## src/rtl/maxpool_stream.sv

```systemverilog
// 2x2 stride-2 max pooling over a raster pixel stream, one pixel per cycle.
// Latency: pooled result appears 1 cycle after the accept of the window's last pixel.
// Backpressure: in_ready = !out_valid || out_ready; a held result stalls input.
//
// Ports:
//   CLK, rst         clock (rising edge) and asynchronous active-high reset
//   in_valid/ready   input handshake; in_data is the pixel, in_sof forces (row 0, col 0)
//   out_valid/ready  output handshake; out_data is the window max, out_last marks
//                    the final window of a frame
module maxpool_stream #(
  parameter int DATAWIDTH = 64,
  parameter int IMG_W     = 8,
  parameter int IMG_H     = 8,
  parameter int SIGNED    = 0
) (
  input  logic                 CLK,
  input  logic                 rst,
  input  logic                 in_valid,
  output logic                 in_ready,
  input  logic [DATAWIDTH-1:0] in_data,
  input  logic                 in_sof,
  output logic                 out_valid,
  input  logic                 out_ready,
  output logic [DATAWIDTH-1:0] out_data,
  output logic                 out_last
);

  localparam int CW   = (IMG_W > 1) ? $clog2(IMG_W) : 1;
  localparam int RW   = (IMG_H > 1) ? $clog2(IMG_H) : 1;
  localparam int LB_N = IMG_W / 2;
  localparam int LW   = (LB_N > 1) ? $clog2(LB_N) : 1;

  localparam logic [CW-1:0] COL_LAST = CW'(IMG_W - 1);
  localparam logic [RW-1:0] ROW_LAST = RW'(IMG_H - 1);

  // Max of two pixels; on equality either operand is the same value.
  function automatic logic [DATAWIDTH-1:0] max2(input logic [DATAWIDTH-1:0] a,
                                                input logic [DATAWIDTH-1:0] b);
    logic a_gt;
    if (SIGNED != 0) a_gt = ($signed(a) > $signed(b));
    else             a_gt = (a > b);
    return a_gt ? a : b;
  endfunction

  logic                 accept;
  logic [CW-1:0]        col_q, col_d, cur_col;
  logic [RW-1:0]        row_q, row_d, cur_row;
  logic                 col_odd, row_odd;
  logic [DATAWIDTH-1:0] hold_q, hold_d;
  logic [DATAWIDTH-1:0] pair;
  logic [DATAWIDTH-1:0] lb_rd;
  logic [LW-1:0]        lb_idx;
  logic                 lb_we;
  logic                 win_done;
  logic                 out_valid_q, out_valid_d;
  logic                 out_last_q, out_last_d;
  logic [DATAWIDTH-1:0] out_data_q, out_data_d;

  // Horizontal pair maxima of the even row, one entry per window column.
  logic [DATAWIDTH-1:0] linebuf_q [LB_N];

  // A completing window always lands in a slot that is free or being drained
  // this cycle, so the output register never needs a skid buffer.
  assign in_ready = !out_valid_q || out_ready;
  assign accept   = in_valid && in_ready;

  // in_sof overrides the counters so the current pixel is treated as (0,0);
  // any partial window is simply overwritten by the restarted frame.
  assign cur_col = in_sof ? '0 : col_q;
  assign cur_row = in_sof ? '0 : row_q;
  assign col_odd = cur_col[0];
  assign row_odd = cur_row[0];

  assign lb_idx   = LW'(cur_col >> 1);
  assign lb_rd    = linebuf_q[lb_idx];
  assign pair     = max2(hold_q, in_data);
  assign lb_we    = accept && col_odd && !row_odd;
  assign win_done = accept && col_odd && row_odd;

  // Raster position counters.
  always_comb begin
    col_d = col_q;
    row_d = row_q;
    if (accept) begin
      if (cur_col == COL_LAST) begin
        col_d = '0;
        row_d = (cur_row == ROW_LAST) ? '0 : cur_row + 1'b1;
      end else begin
        col_d = cur_col + 1'b1;
        row_d = cur_row;
      end
    end
  end

  // Even-column pixel waits here for its odd-column partner.
  always_comb begin
    hold_d = hold_q;
    if (accept && !col_odd) hold_d = in_data;
  end

  // Output register: load on window completion (even if the previous result is
  // being taken this same cycle), otherwise drop valid once it is consumed.
  always_comb begin
    out_valid_d = out_valid_q;
    out_data_d  = out_data_q;
    out_last_d  = out_last_q;
    if (win_done) begin
      out_valid_d = 1'b1;
      out_data_d  = max2(pair, lb_rd);
      out_last_d  = (cur_row == ROW_LAST) && (cur_col == COL_LAST);
    end else if (out_ready) begin
      out_valid_d = 1'b0;
      out_last_d  = 1'b0;
    end
  end

  always_ff @(posedge CLK or posedge rst) begin
    if (rst) begin
      col_q       <= '0;
      row_q       <= '0;
      hold_q      <= '0;
      out_valid_q <= 1'b0;
      out_data_q  <= '0;
      out_last_q  <= 1'b0;
    end else begin
      col_q       <= col_d;
      row_q       <= row_d;
      hold_q      <= hold_d;
      out_valid_q <= out_valid_d;
      out_data_q  <= out_data_d;
      out_last_q  <= out_last_d;
    end
  end

  // No reset: every entry is written on the even row before the odd row reads it.
  always_ff @(posedge CLK) begin
    if (lb_we) linebuf_q[lb_idx] <= pair;
  end

  assign out_valid = out_valid_q;
  assign out_data  = out_data_q;
  assign out_last  = out_last_q;

endmodule

```

## config.mk

```make
export PLATFORM = sky130hd
export DESIGN_NAME = maxpool_stream
export DESIGN_NICKNAME = d
export VERILOG_FILES = /design/src/rtl/maxpool_stream.sv
export SDC_FILE = /design/constraint.sdc
export NUM_CORES = 1
export LEC_CHECK = 0
export CAP_MARGIN = 20
export CORE_MARGIN = 8
export CORE_UTILIZATION = 40
export CTS_BUF_LIST = sky130_fd_sc_hd__clkbuf_8
export DETAILED_ROUTE_END_ITERATION = 7
export GPL_TIMING_DRIVEN = 0
export MAX_ROUTING_LAYER = met4
export PLACE_DENSITY = 0.66
export SKIP_CTS_REPAIR_TIMING = 1
export SLEW_MARGIN = 20
export SYNTH_ARGS = -nofsm -noshare
export SYNTH_HDL_FRONTEND = slang
export SYNTH_SLANG_ARGS = --single-unit
```

## constraint.sdc

```tcl
create_clock -name CLK -period 7.05 [get_ports CLK]
set_clock_uncertainty 0.15 [all_clocks]
set_input_delay 1.41 -clock CLK [delete_from_list [all_inputs] [get_ports CLK]]
set_output_delay 1.41 -clock CLK [all_outputs]
set_load 0.1 [all_outputs]
```

After elaboration in Yosys (flattened, before gate mapping):

Memory sizes are Yosys's and may differ from the RTL's.
Index checks and enable logic that the tools add are counted.

* RAM bits: 256
* flip-flop bits (word level): 136
* input bits: 69
* output and inout bits: 67
* memories kept: 1

* add/sub/neg operators: 2
* $lt $le $gt $ge: 2
* reduce and logical (&&, ||, !) cells: 11
* mux-type cells: 13
* equal/unequal tests: 2

Memory list
* linebuf_q: words 4, bits a word 64, rd ports 1, clocked after memory_dff 0, wr ports 1, RTL line 60 `logic [DATAWIDTH-1:0] linebuf_q [LB_N];`

Operator list (count)
* $gt A64 B64 Y1: 2
* $mux W64: 2
* $mux W3: 5
* $add A3 B1 Y3 const B: 2
* $eq A3 B3 Y1 const B: 2
* $logic_and A1 B1 Y1: 6
* $mux W1: 6
* $logic_not A1 Y1: 3
* $reduce_bool A2 Y1: 1
* $logic_or A1 B1 Y1: 1

Logic depth before layout (Yosys ltp):

Gate-level depths: netlist of the first run.

* depth in word-level cells: 7
* depth in mapped cells: 21

Worst setup path after synthesis of the first run:

Ideal clock, no wire load.

* path kind: input port to flip-flop
* from: input out_ready
* to: memory linebuf_q[0][0], enable pin
* data arrival time: 7.271 ns
* stages: 4
* path slack: -0.936 ns
* path through: nand2b_1 > nand2_1 > or3_1 > nor3_1

* word-level cells in the longest chain between the ends: 6

RTL lines
* start: declaration: RTL line 23 `input logic out_ready,`
* $logic_or A1 B1 Y1: RTL line 64 `assign in_ready = !out_valid_q || out_ready;`
* $logic_and A1 B1 Y1: RTL line 65 `assign accept = in_valid && in_ready;`
* $logic_and A1 B1 Y1 (2 in series): RTL line 77 `assign lb_we = accept && col_odd && !row_odd;`
* $mux W1: RTL line 137 `if (lb_we) linebuf_q[lb_idx] <= pair;`
* $mux W1 (implied by the code): RTL line 137
* end: declaration: RTL line 60

Every way passes these cells.

Worst setup path in the final report of the first run:

* from: input in_data[27]
* to: register out_data_q[20] (netlist: out_data[20])

* word-level cells in the longest chain between the ends: 5

RTL lines
* start: declaration: RTL line 20 `input logic [DATAWIDTH-1:0] in_data,`
* $gt A64 B64 Y1: RTL line 41 `else a_gt = (a > b);`
* $mux W64: RTL line 42 `return a_gt ? a : b;`
* net pair[31]: RTL line 50 `logic [DATAWIDTH-1:0] pair;`
* $gt A64 B64 Y1: RTL line 41
* $mux W1: RTL line 107 `if (win_done) begin`
* $mux W64: RTL line 42
* end signal: assignment: RTL line 130 `out_data_q <= out_data_d;`
* end: declaration: RTL line 57 `logic [DATAWIDTH-1:0] out_data_q, out_data_d;`

The timed path passes the listed nets, and every way through them passes these cells. The select of a mux whose other input is x is not followed.
A chain may end at the register's enable or synchronous reset.

==> impl_metrics.toml, run 1 <==
[run_status]
status = "finished clean"

[global_route]
grt_pass1_vias = 13500
grt_usage_pct = 19.3
grt_max_degree = 71
antenna_found_initial = 2
grt_pass1_wl_mm = 78.4
overflow = 0

[yosys]
syn-instance-count = 1398
ys.flop_type = "edfxtp_1"
synth_cell_types = 51
ys_async_sr_fraction_pct = 34.7
synth_area_per_cell_sq_um = 13.4
synth_nets = 1599
ys_ff_latch = 392
yosys_warnings = 0
yosys-top-cells-count = "edfxtp_1 (256), dfrtp_1 (136), ha_1 (132)"
yosysSeqAreaShare_pct = 59.4
yosysMostFrequentCell = "edfxtp_1"
synth_top_area_cell = "edfxtp_1"
synth_area_sq_um = 18700
synth_area_leaders = "edfxtp_1 (41%), dfrtp_1 (18%), ha_1 (8.8%)"
post-synth-top-area-fraction_pct = 41.2
synth_edf_count = 256

[clock_network]
h-tree-depth = 3
clock-sinks = 392
cts.clk_slew.worst_paths_ns = 0.06
cts_tree = "yes"
clk_path_buf_depth = 3
worstSkewPairLatency_ns = 0.59
root_buffer = "clkbuf_8"
cts_buffers = 66

[timing]
finalCritPeriodShare_pct = 97.7
setup-violations-final = 0
setup_tns_ns = 0
period_needed_ns = 6.89
tightest_slew_ns = 1.11
hold_slack_ns = 0.347
hold_violations = 0
fmaxAchievable_mhz = 145
slew_viol_final = 0
slew_headroom_pct = 26.0

[detailed_routing]
ant_nets = 0
vias_per_cell = 5.63
routed_wl_mm = 52.0
drcViolationCount = 0
dr.pass1.iters = 4
vias = 13000
drt_iter0_drc = 1006
drt-wirelength-per-cell_um = 22.6

[hold_path]
holdPathStages = 1
min-delay-start = "row_q[1]"
hp-class = "flop to flop"
whs_endpoint = "row_q[1]"

[power_and_ir_drop]
total_power_mw = 8.16
vdd_ir_drop_max_uv = 252
p_leak_nw = 9.25
p_per_area_nw_per_um2 = 352

[final_layout]
area.growth.synth_to_final_pct = 24.1
fillers = 3925
final_nets = 1846
multi_input_area_sq_um = 7400
drive_gt1_share_pct = 16.4
seq_area_sq_um = 11100

[setup_path]
cp_num_buf_inv = 8
startpoint_type = "input pin"
slowest_stage = "or4_4"
arrival_ns = 7.21
cpPeakStageDelay_ns = 0.52
end_kind = "flop"
critPathKind = "input pin to flop"
reg2reg_from = "hold_q[51]"
r2r_slack_ns = 1.14
crit_path_cell_trace = "clkdlybuf4s50_1 -> inv_1 -> ha_1 -> nand4_1 -> nor4_4 -> nand4_1 -> or4_4 -> o31ai_4 -> buf_12 -> buf_4 -> buf_6 -> mux2_4 -> ha_1 -> nand4_1 -> nor4_4 -> o41a_1 -> a2111oi_4 -> o21a_2 -> buf_6 -> buf_12 -> buf_4 -> nor3b_2 -> a221o_1"
path_delay_family = "simple AND/OR/NAND/NOR gates"
reg2regPathDepth = 24
cp.depth = 23
r2r-end = "out_data[35]"
critPathRequiredTime_ns = 7.37
crit_top_cell = "nand4_1"
path_max_fanout = 10

[job]
drv_cap = 0

[floorplan]
dieArea_sq_um = 53800
start_util_pct = 40.3
io_pins = 136
chipWidth_um = 232
rows = 79
die_h_um = 232
coreArea_sq_um = 46300

[placed_design]
dp_hpwl_mm = 37.4
place.gp.congestion = 0.869
io_buffers = 135
[worst max path at each step]
stage,start,to,slack [ns]
2_1_floorplan,out_ready,linebuf_q[0][0],-0.94
3_3_place_gp,out_ready,linebuf_q[2][47],-4.66
3_5_place_dp,in_data[15],out_data[12],-2.91
4_1_cts,in_data[15],out_data[14],-2.25
5_1_grt,in_data[1],out_data[35],-0.03
6_report,in_data[27],out_data[20],0.16
[layer usage]
layer / vias up / share of wire (%) / GRT usage [%]
met2: 424 / 48 / 30.7
met4: 0 / 3.4 / 7.97
met3: 96 / 6.4 / 3.77
li1: 5989 / - / -
met1: 6458 / 42 / 24.1
met5: - / 0 / -
[final cells by class]
cell class / instances / area share [%]
Antenna cell: 2 / 0.0216
Buffer: 76 / 1.92
Clock buffer: 70 / 4.16
Clock inverter: 48 / 1.25
Inverter: 71 / 1.18
Multi-Input combinational cell: 858 / 32.0
Sequential cell: 392 / 47.9
Tap cell: 607 / 3.28
Timing Repair Buffer: 180 / 8.35
[cells by family after synthesis]
group                    synth area share, %
AND/OR/NAND/NOR                         7.86
buffers and inverters                   3.22
adder cells (fa/ha/maj)                 8.85
multiplexers                            5.69
AO/OA/AOI/OAI                           14.9
flip-flops                              59.4
[state kept, by name, summed over array words and instances, names as in the netlist]
register,cells
col_q,3
out_last,1
row_q,3
hold_q,64
out_valid,1
linebuf_q,256
out_data,64
[stage by stage]
step	cell area [sq um]	cells	worst slack [ns]	utilization (%)
2_1_floorplan	18700	1398	-0.936	-
3_3_place_gp	20800	2140	-4.66	44.9
3_5_place_dp	21100	2166	-2.91	45.7
4_1_cts	22400	2284	-2.25	48.4
5_1_grt	23200	2304	-0.0312	50.1
6_report	23200	2304	0.164	50.1
[cell usage in the layout, fill, tap and decap left out, types with 6 or more instances in the layout]
master / n
a21o_1: 8
a21oi_1: 62
a221o_1: 63
a221oi_1: 56
a22o_1: 52
buf_1: 7
buf_12: 8
buf_4: 28
buf_6: 13
clkbuf_1: 50
clkbuf_8: 70
clkdlybuf4s50_1: 135
clkinv_1: 14
clkinv_2: 9
dfrtp_1: 136
edfxtp_1: 256
ha_1: 131
inv_1: 87
mux2_4: 59
mux2i_1: 12
nand2_1: 107
nand3_1: 13
nand4_1: 28
nor2_1: 11
nor2b_1: 19
nor3b_1: 24
nor3b_2: 33
nor3b_4: 6
nor4_4: 6
o21ai_0: 93
o22a_1: 11
[report_power, final]
group | switching (mW) | internal (mW) | leakage [nW] | total (mW)
clock | 0.923 | 1.03 | 0.698 | 1.96
sequential | 0.199 | 2.80 | 4.09 | 3.00
combinational | 2.16 | 1.04 | 4.46 | 3.20
(Power assumes the default switching activity.)
==> run 2: changes to the inputs <==
--- a/config.mk
+++ b/config.mk
@@ -5,7 +5,6 @@
 export SDC_FILE = /design/constraint.sdc
 export NUM_CORES = 1
 export LEC_CHECK = 0
-export CAP_MARGIN = 20
 export CORE_MARGIN = 8
 export CORE_UTILIZATION = 40
 export CTS_BUF_LIST = sky130_fd_sc_hd__clkbuf_8
==> run 2 against run 1 <==
Register-to-register slack got worse by 0.04 ns. Clock power up 10%. Maximum frequency shrank 0.56%. Critical path depth shrank 2. Routed wire length fell by 0.71%. Flip-flop and latch count is the same. Sequential power hardly changed. Combinational power down 2%. Global-route usage grew 0.11 points. Worst hold slack worse by 0.0020 ns. Non-clock buffer count shrank 8. Total power increased by 1.8%.
==> impl_metrics.toml, run 2 (same netlist as run 1, synthesis figures left out) <==
[final_layout]
multi_input_area_sq_um = 7330
area.growth.synth_to_final_pct = 23.7
drive_gt1_share_pct = 15.7
seq_area_sq_um = 11100
largest_reg_flops = 256
largest-register = "linebuf_q"
final_nets = 1838
fillers = 3956
final_common_cell = "edfxtp_1"
layout_common_cells = "edfxtp_1 (256), dfrtp_1 (136), clkdlybuf4s50_1 (135)"

[setup_path]
path_max_fanout = 10
arrival_ns = 7.24
reg2reg_from = "hold_q[27]"
critPathKind = "input pin to flop"
critPathRequiredTime_ns = 7.36
reg2regPathDepth = 19
r2r-end = "out_data[15]"
startpoint_type = "input pin"
r2r_slack_ns = 1.10
end_kind = "flop"

[hold_path]
holdPathStages = 1
min-delay-start = "row_q[1]"
hp-class = "flop to flop"
whs_endpoint = "row_q[1]"

[floorplan]
die_h_um = 232
rows = 79
start_util_pct = 40.3
coreArea_sq_um = 46300
io_pins = 136
chipWidth_um = 232
dieArea_sq_um = 53800

[run_status]
status = "finished clean"

[timing]
slew_headroom_pct = 27.0
hold_slack_ns = 0.345
timing.final.ws_setup_ns = 0.126
fmaxAchievable_mhz = 144
tightest_slew_ns = 1.09
hold_violations = 0
finalCritPeriodShare_pct = 98.2
slew_viol_final = 0
setup-violations-final = 0
period_needed_ns = 6.92

[global_route]
grt_pass1_vias = 13600
antenna_found_initial = 2
overflow = 0
grt_usage_pct = 19.4
grt_pass1_wl_mm = 78.9
grt_max_degree = 71

[clock_network]
worstSkewPairLatency_ns = 0.60
cts.clk_slew.worst_paths_ns = 0.06
root_buffer = "clkbuf_8"
cts_buffers = 66
clock-sinks = 392
h-tree-depth = 3
cts_tree = "yes"
clk_path_buf_depth = 3

[detailed_routing]
routed_wl_mm = 51.7
drt-wirelength-per-cell_um = 22.5
vias = 12900
drt_iter0_drc = 983
dr.pass1.iters = 5
drcViolationCount = 0
ant_nets = 0
vias_per_cell = 5.63

[placed_design]
place.gp.congestion = 0.869
dp_hpwl_mm = 37.3
dp_slack_ns = -2.88
io_buffers = 135

[power_and_ir_drop]
p_per_area_nw_per_um2 = 360
p_leak_nw = 9.21
vdd_ir_drop_max_uv = 252

[job]
drv_cap = 0
==> run 2: worst max path at each step <==
stage                 from                to  slack, ns  depth (start not counted)
6_report       in_data[27]      out_data[15]       0.13                         21
5_1_grt        in_data[27]      out_data[25]      -0.06                         22
3_3_place_gp     out_ready  linebuf_q[2][47]      -4.66                          5
3_5_place_dp   in_data[15]      out_data[12]      -2.88                         20
4_1_cts        in_data[15]      out_data[15]      -2.31                         20
2_1_floorplan    out_ready   linebuf_q[0][0]      -0.94                          4
==> run 2: per-layer routing <==
layer,global-route usage [%],wire length (um),part of all wire [%]
met1,24.2,21700,42
met2,30.9,24900,48
met3,3.54,3160,6.1
met4,8.42,1930,3.7
met5,-,0,0
==> run 2: area by class of cell <==
cell class,count,area share [%]
sequential,392,48.1
multi-input combinational,858,31.7
timing repair buffer,171,7.74
clock buffer,75,4.47
tap,607,3.29
buffer,77,1.88
clock inverter,45,1.62
inverter,71,1.19
antenna,1,0.0108
==> run 2: power by group <==
part           leakage (nW)  switching [mW]  internal (mW)
combinational          4.35            2.14           1.00
sequential             4.09           0.199           2.80
clock                 0.775           0.925           1.23
==> run 2: critical path, cell delays in order <==
cell and delay [ns]:
clkdlybuf4s50_1 0.51, inv_1 0.07, ha_1 0.30, nand4_1 0.25
nor4_4 0.44, nand4_1 0.16, or4_4 0.52, o31ai_4 0.08
buf_6 0.14, buf_4 0.15, buf_6 0.20, mux2_4 0.36
ha_1 0.34, nand4_1 0.24, a21oi_1 0.08, o41a_1 0.53
a2111oi_4 0.47, o21a_2 0.28, nor2_4 0.14, buf_8 0.23
a221o_1 0.30
==> run 2: metrics by stage <==
step	setup TNS (ns)	utilization [%]	std cells	instance area [sq um]	power (mW)
6_report	0	49.9	2297	23100	8.30
3_5_place_dp	-174.83	45.7	2166	21100	6.09
4_1_cts	-136.91	48.8	2286	22600	8.24
3_3_place_gp	-1149.28	44.9	2140	20800	6.03
2_1_floorplan	-119.80	-	1398	18700	5.21
5_1_grt	-2.19	49.9	2297	23100	8.63
==> run 3: changes to the inputs <==
--- a/config.mk
+++ b/config.mk
@@ -5,13 +5,15 @@
 export SDC_FILE = /design/constraint.sdc
 export NUM_CORES = 1
 export LEC_CHECK = 0
+export ABC_AREA = 1
 export CORE_MARGIN = 8
 export CORE_UTILIZATION = 40
 export CTS_BUF_LIST = sky130_fd_sc_hd__clkbuf_8
 export DETAILED_ROUTE_END_ITERATION = 7
+export DONT_BUFFER_PORTS = 1
 export GPL_TIMING_DRIVEN = 0
 export MAX_ROUTING_LAYER = met4
-export PLACE_DENSITY = 0.66
+export PLACE_DENSITY = 0.62
 export SKIP_CTS_REPAIR_TIMING = 1
 export SLEW_MARGIN = 20
 export SYNTH_ARGS = -nofsm -noshare
==> run 3 against run 2 <==
Synthesized cell count rose by 37%. Count of clock-buffer cells in the layout up 6. Routed wire length increased by 5.6%. Via count rose by 12%. Core utilization fell by 4.0 points. Total power is 10% lower. Critical endpoint is now out_data[51]. Largest cell class unchanged.
==> impl_metrics.toml, run 3 <==
[detailed_routing]
drcViolationCount = 0
dr.pass1.iters = 7
routed_wl_mm = 54.6
vias_per_cell = 5.27
ant_nets = 0
drt-wirelength-per-cell_um = 19.9
drt_iter0_drc = 934
vias = 14500

[global_route]
antenna_found_initial = 0
overflow = 0
grt_pass1_wl_mm = 84.8
grt_usage_pct = 19.7
grt_max_degree = 73
grt_pass1_vias = 14800

[clock_network]
worstSkewPairLatency_ns = 0.62
h-tree-depth = 3
root_buffer = "clkbuf_8"
clk_path_buf_depth = 3
cts_buffers = 70
clock-sinks = 392
cts.clk_slew.worst_paths_ns = 0.06
cts_tree = "yes"

[floorplan]
chipWidth_um = 239
die_h_um = 239
start_util_pct = 40.6
io_pins = 136
coreArea_sq_um = 49000
dieArea_sq_um = 57000
rows = 81

[setup_path]
r2r-end = "out_data[51]"
path_max_fanout = 10
slowest_stage = "ha_1"
critPathRequiredTime_ns = 7.40
r2r_slack_ns = 1.72
crit_end = "out_data[51]"
startpoint_type = "input pin"
critPathKind = "input pin to flop"
arrival_ns = 6.08
reg2regPathDepth = 24
cpPeakStageDelay_ns = 0.35
reg2reg_from = "hold_q[47]"
end_kind = "flop"
crit_top_cell = "nand2_1"
startpoint = "in_data[47]"

[power_and_ir_drop]
p_leak_nw = 10.1
total_power_mw = 7.43
p_per_area_nw_per_um2 = 331
vdd_ir_drop_max_uv = 166

[final_layout]
area.growth.synth_to_final_pct = 13.0
final_common_cell = "nand2_1"
largest_reg_flops = 256
final_nets = 2230
largest-register = "linebuf_q"
fillers = 4544
diodes = 0
drive_gt1_share_pct = 14.5
layout_common_cells = "nand2_1 (636), edfxtp_1 (256), dfrtp_1 (136)"
post-route-util_pct = 45.9

[job]
drv_cap = 0

[yosys]
ys.flop_type = "edfxtp_1"
synth_edf_count = 256
synth_top_area_cell = "edfxtp_1"
yosys_warnings = 0
yosysMostFrequentCell = "nand2_1"
synth_nets = 2121
post-synth-top-area-fraction_pct = 38.7
ys_ff_latch = 392
yosysSeqAreaShare_pct = 55.8
synth_area_sq_um = 19900
synth_area_per_cell_sq_um = 10.3
syn-instance-count = 1920
synth_cell_types = 37
synth_area_leaders = "edfxtp_1 (39%), dfrtp_1 (17%), nand2_1 (12%)"
yosys-top-cells-count = "nand2_1 (636), edfxtp_1 (256), dfrtp_1 (136)"
ys_async_sr_fraction_pct = 34.7

[timing]
setup-violations-final = 0
hold_violations = 0
period_needed_ns = 5.73
tightest_slew_ns = 0.992
slew_headroom_pct = 33.9
fmaxAchievable_mhz = 175
slew_viol_final = 0
finalCritPeriodShare_pct = 81.3
rsz0062_at_grt = "no"
setup_tns_ns = 0

[hold_path]
hp-class = "flop to flop"
min-delay-start = "hold_q[60]"
holdPathStages = 2

[run_status]
status = "finished clean"

[placed_design]
dp_hpwl_mm = 39.5
place.gp.congestion = 0.810
io_buffers = 0
run 3: changes by cell type in the layout (fill, tap and decap cells not counted), sizes merged, moves of 39 or more:
cell           change
nand2            +535
a21oi             +66
a22o              -52
mux2              -64
nor3b             -63
clkdlybuf4s50    -135
inv               +39
a221o             -63
nand3            +191
run 3: through the flow:
| stage | worst slack [ns] | instance area, sq um | hold slack, ns | cells |
|---|---|---|---|---|
| 6_report | 1.32 | 22400 | 0.381 | 2747 |
| 5_1_grt | 1.09 | 22400 | 0.402 | 2747 |
| 4_1_cts | 1.32 | 22400 | 0.383 | 2747 |
| 3_5_place_dp | 0.663 | 21100 | 0.370 | 2621 |
| 3_3_place_gp | -4.72 | 20700 | 0.358 | 2584 |
| 2_1_floorplan | -0.666 | 19900 | 0.329 | 1920 |
run 3: where the power goes:
part / total (mW) / internal [mW] / switching (mW) / leakage (nW)
Combinational: 1.69 / 0.591 / 1.10 / 5.17
Sequential: 3.60 / 2.74 / 0.868 / 4.07
Clock: 2.14 / 1.19 / 0.950 / 0.814
run 3: cell type report:
type                       count  area, sq um  area share (%)
inverter                     105          402            1.79
clock inverter                45          283            1.26
buffer                        93          756            3.37
sequential                   392        11100            49.4
clock buffer                  81         1110            4.97
timing repair buffer          37          332            1.48
multi-input combinational   1330         7640            34.0
tap                          664          831            3.70
run 3: worst min path at each step:
stage / endpoint / slack [ns]
5_1_grt: hold_q[63] / 0.40
4_1_cts: hold_q[60] / 0.38
3_5_place_dp: hold_q[60] / 0.37
3_3_place_gp: hold_q[63] / 0.36
2_1_floorplan: hold_q[60] / 0.33
6_report: hold_q[60] / 0.38
run 3: kinds of logic (layout without fill, tap and decap cells):
logic type / count (synthesis) / after routing / synth area share, %
compound gates: 290 / 290 / 9.14
fa+ha+maj: 132 / 132 / 8.32
buf+inv: 198 / 361 / 5.79
flops: 392 / 392 / 55.8
simple gates: 908 / 908 / 20.9
run 3: critical path: cells and delay by family:
family        cells  cell delay (ns)
simple gates     19             3.05
buf+inv           4             0.93
fa+ha+maj         2             0.66
run 3: metal layers:
metal | track usage, % | wire (um)
met1 | 23.7 | 22500
met3 | 3.99 | 3890
met4 | 7.18 | 1590
met5 | - | 0
met2 | 32.6 | 26600
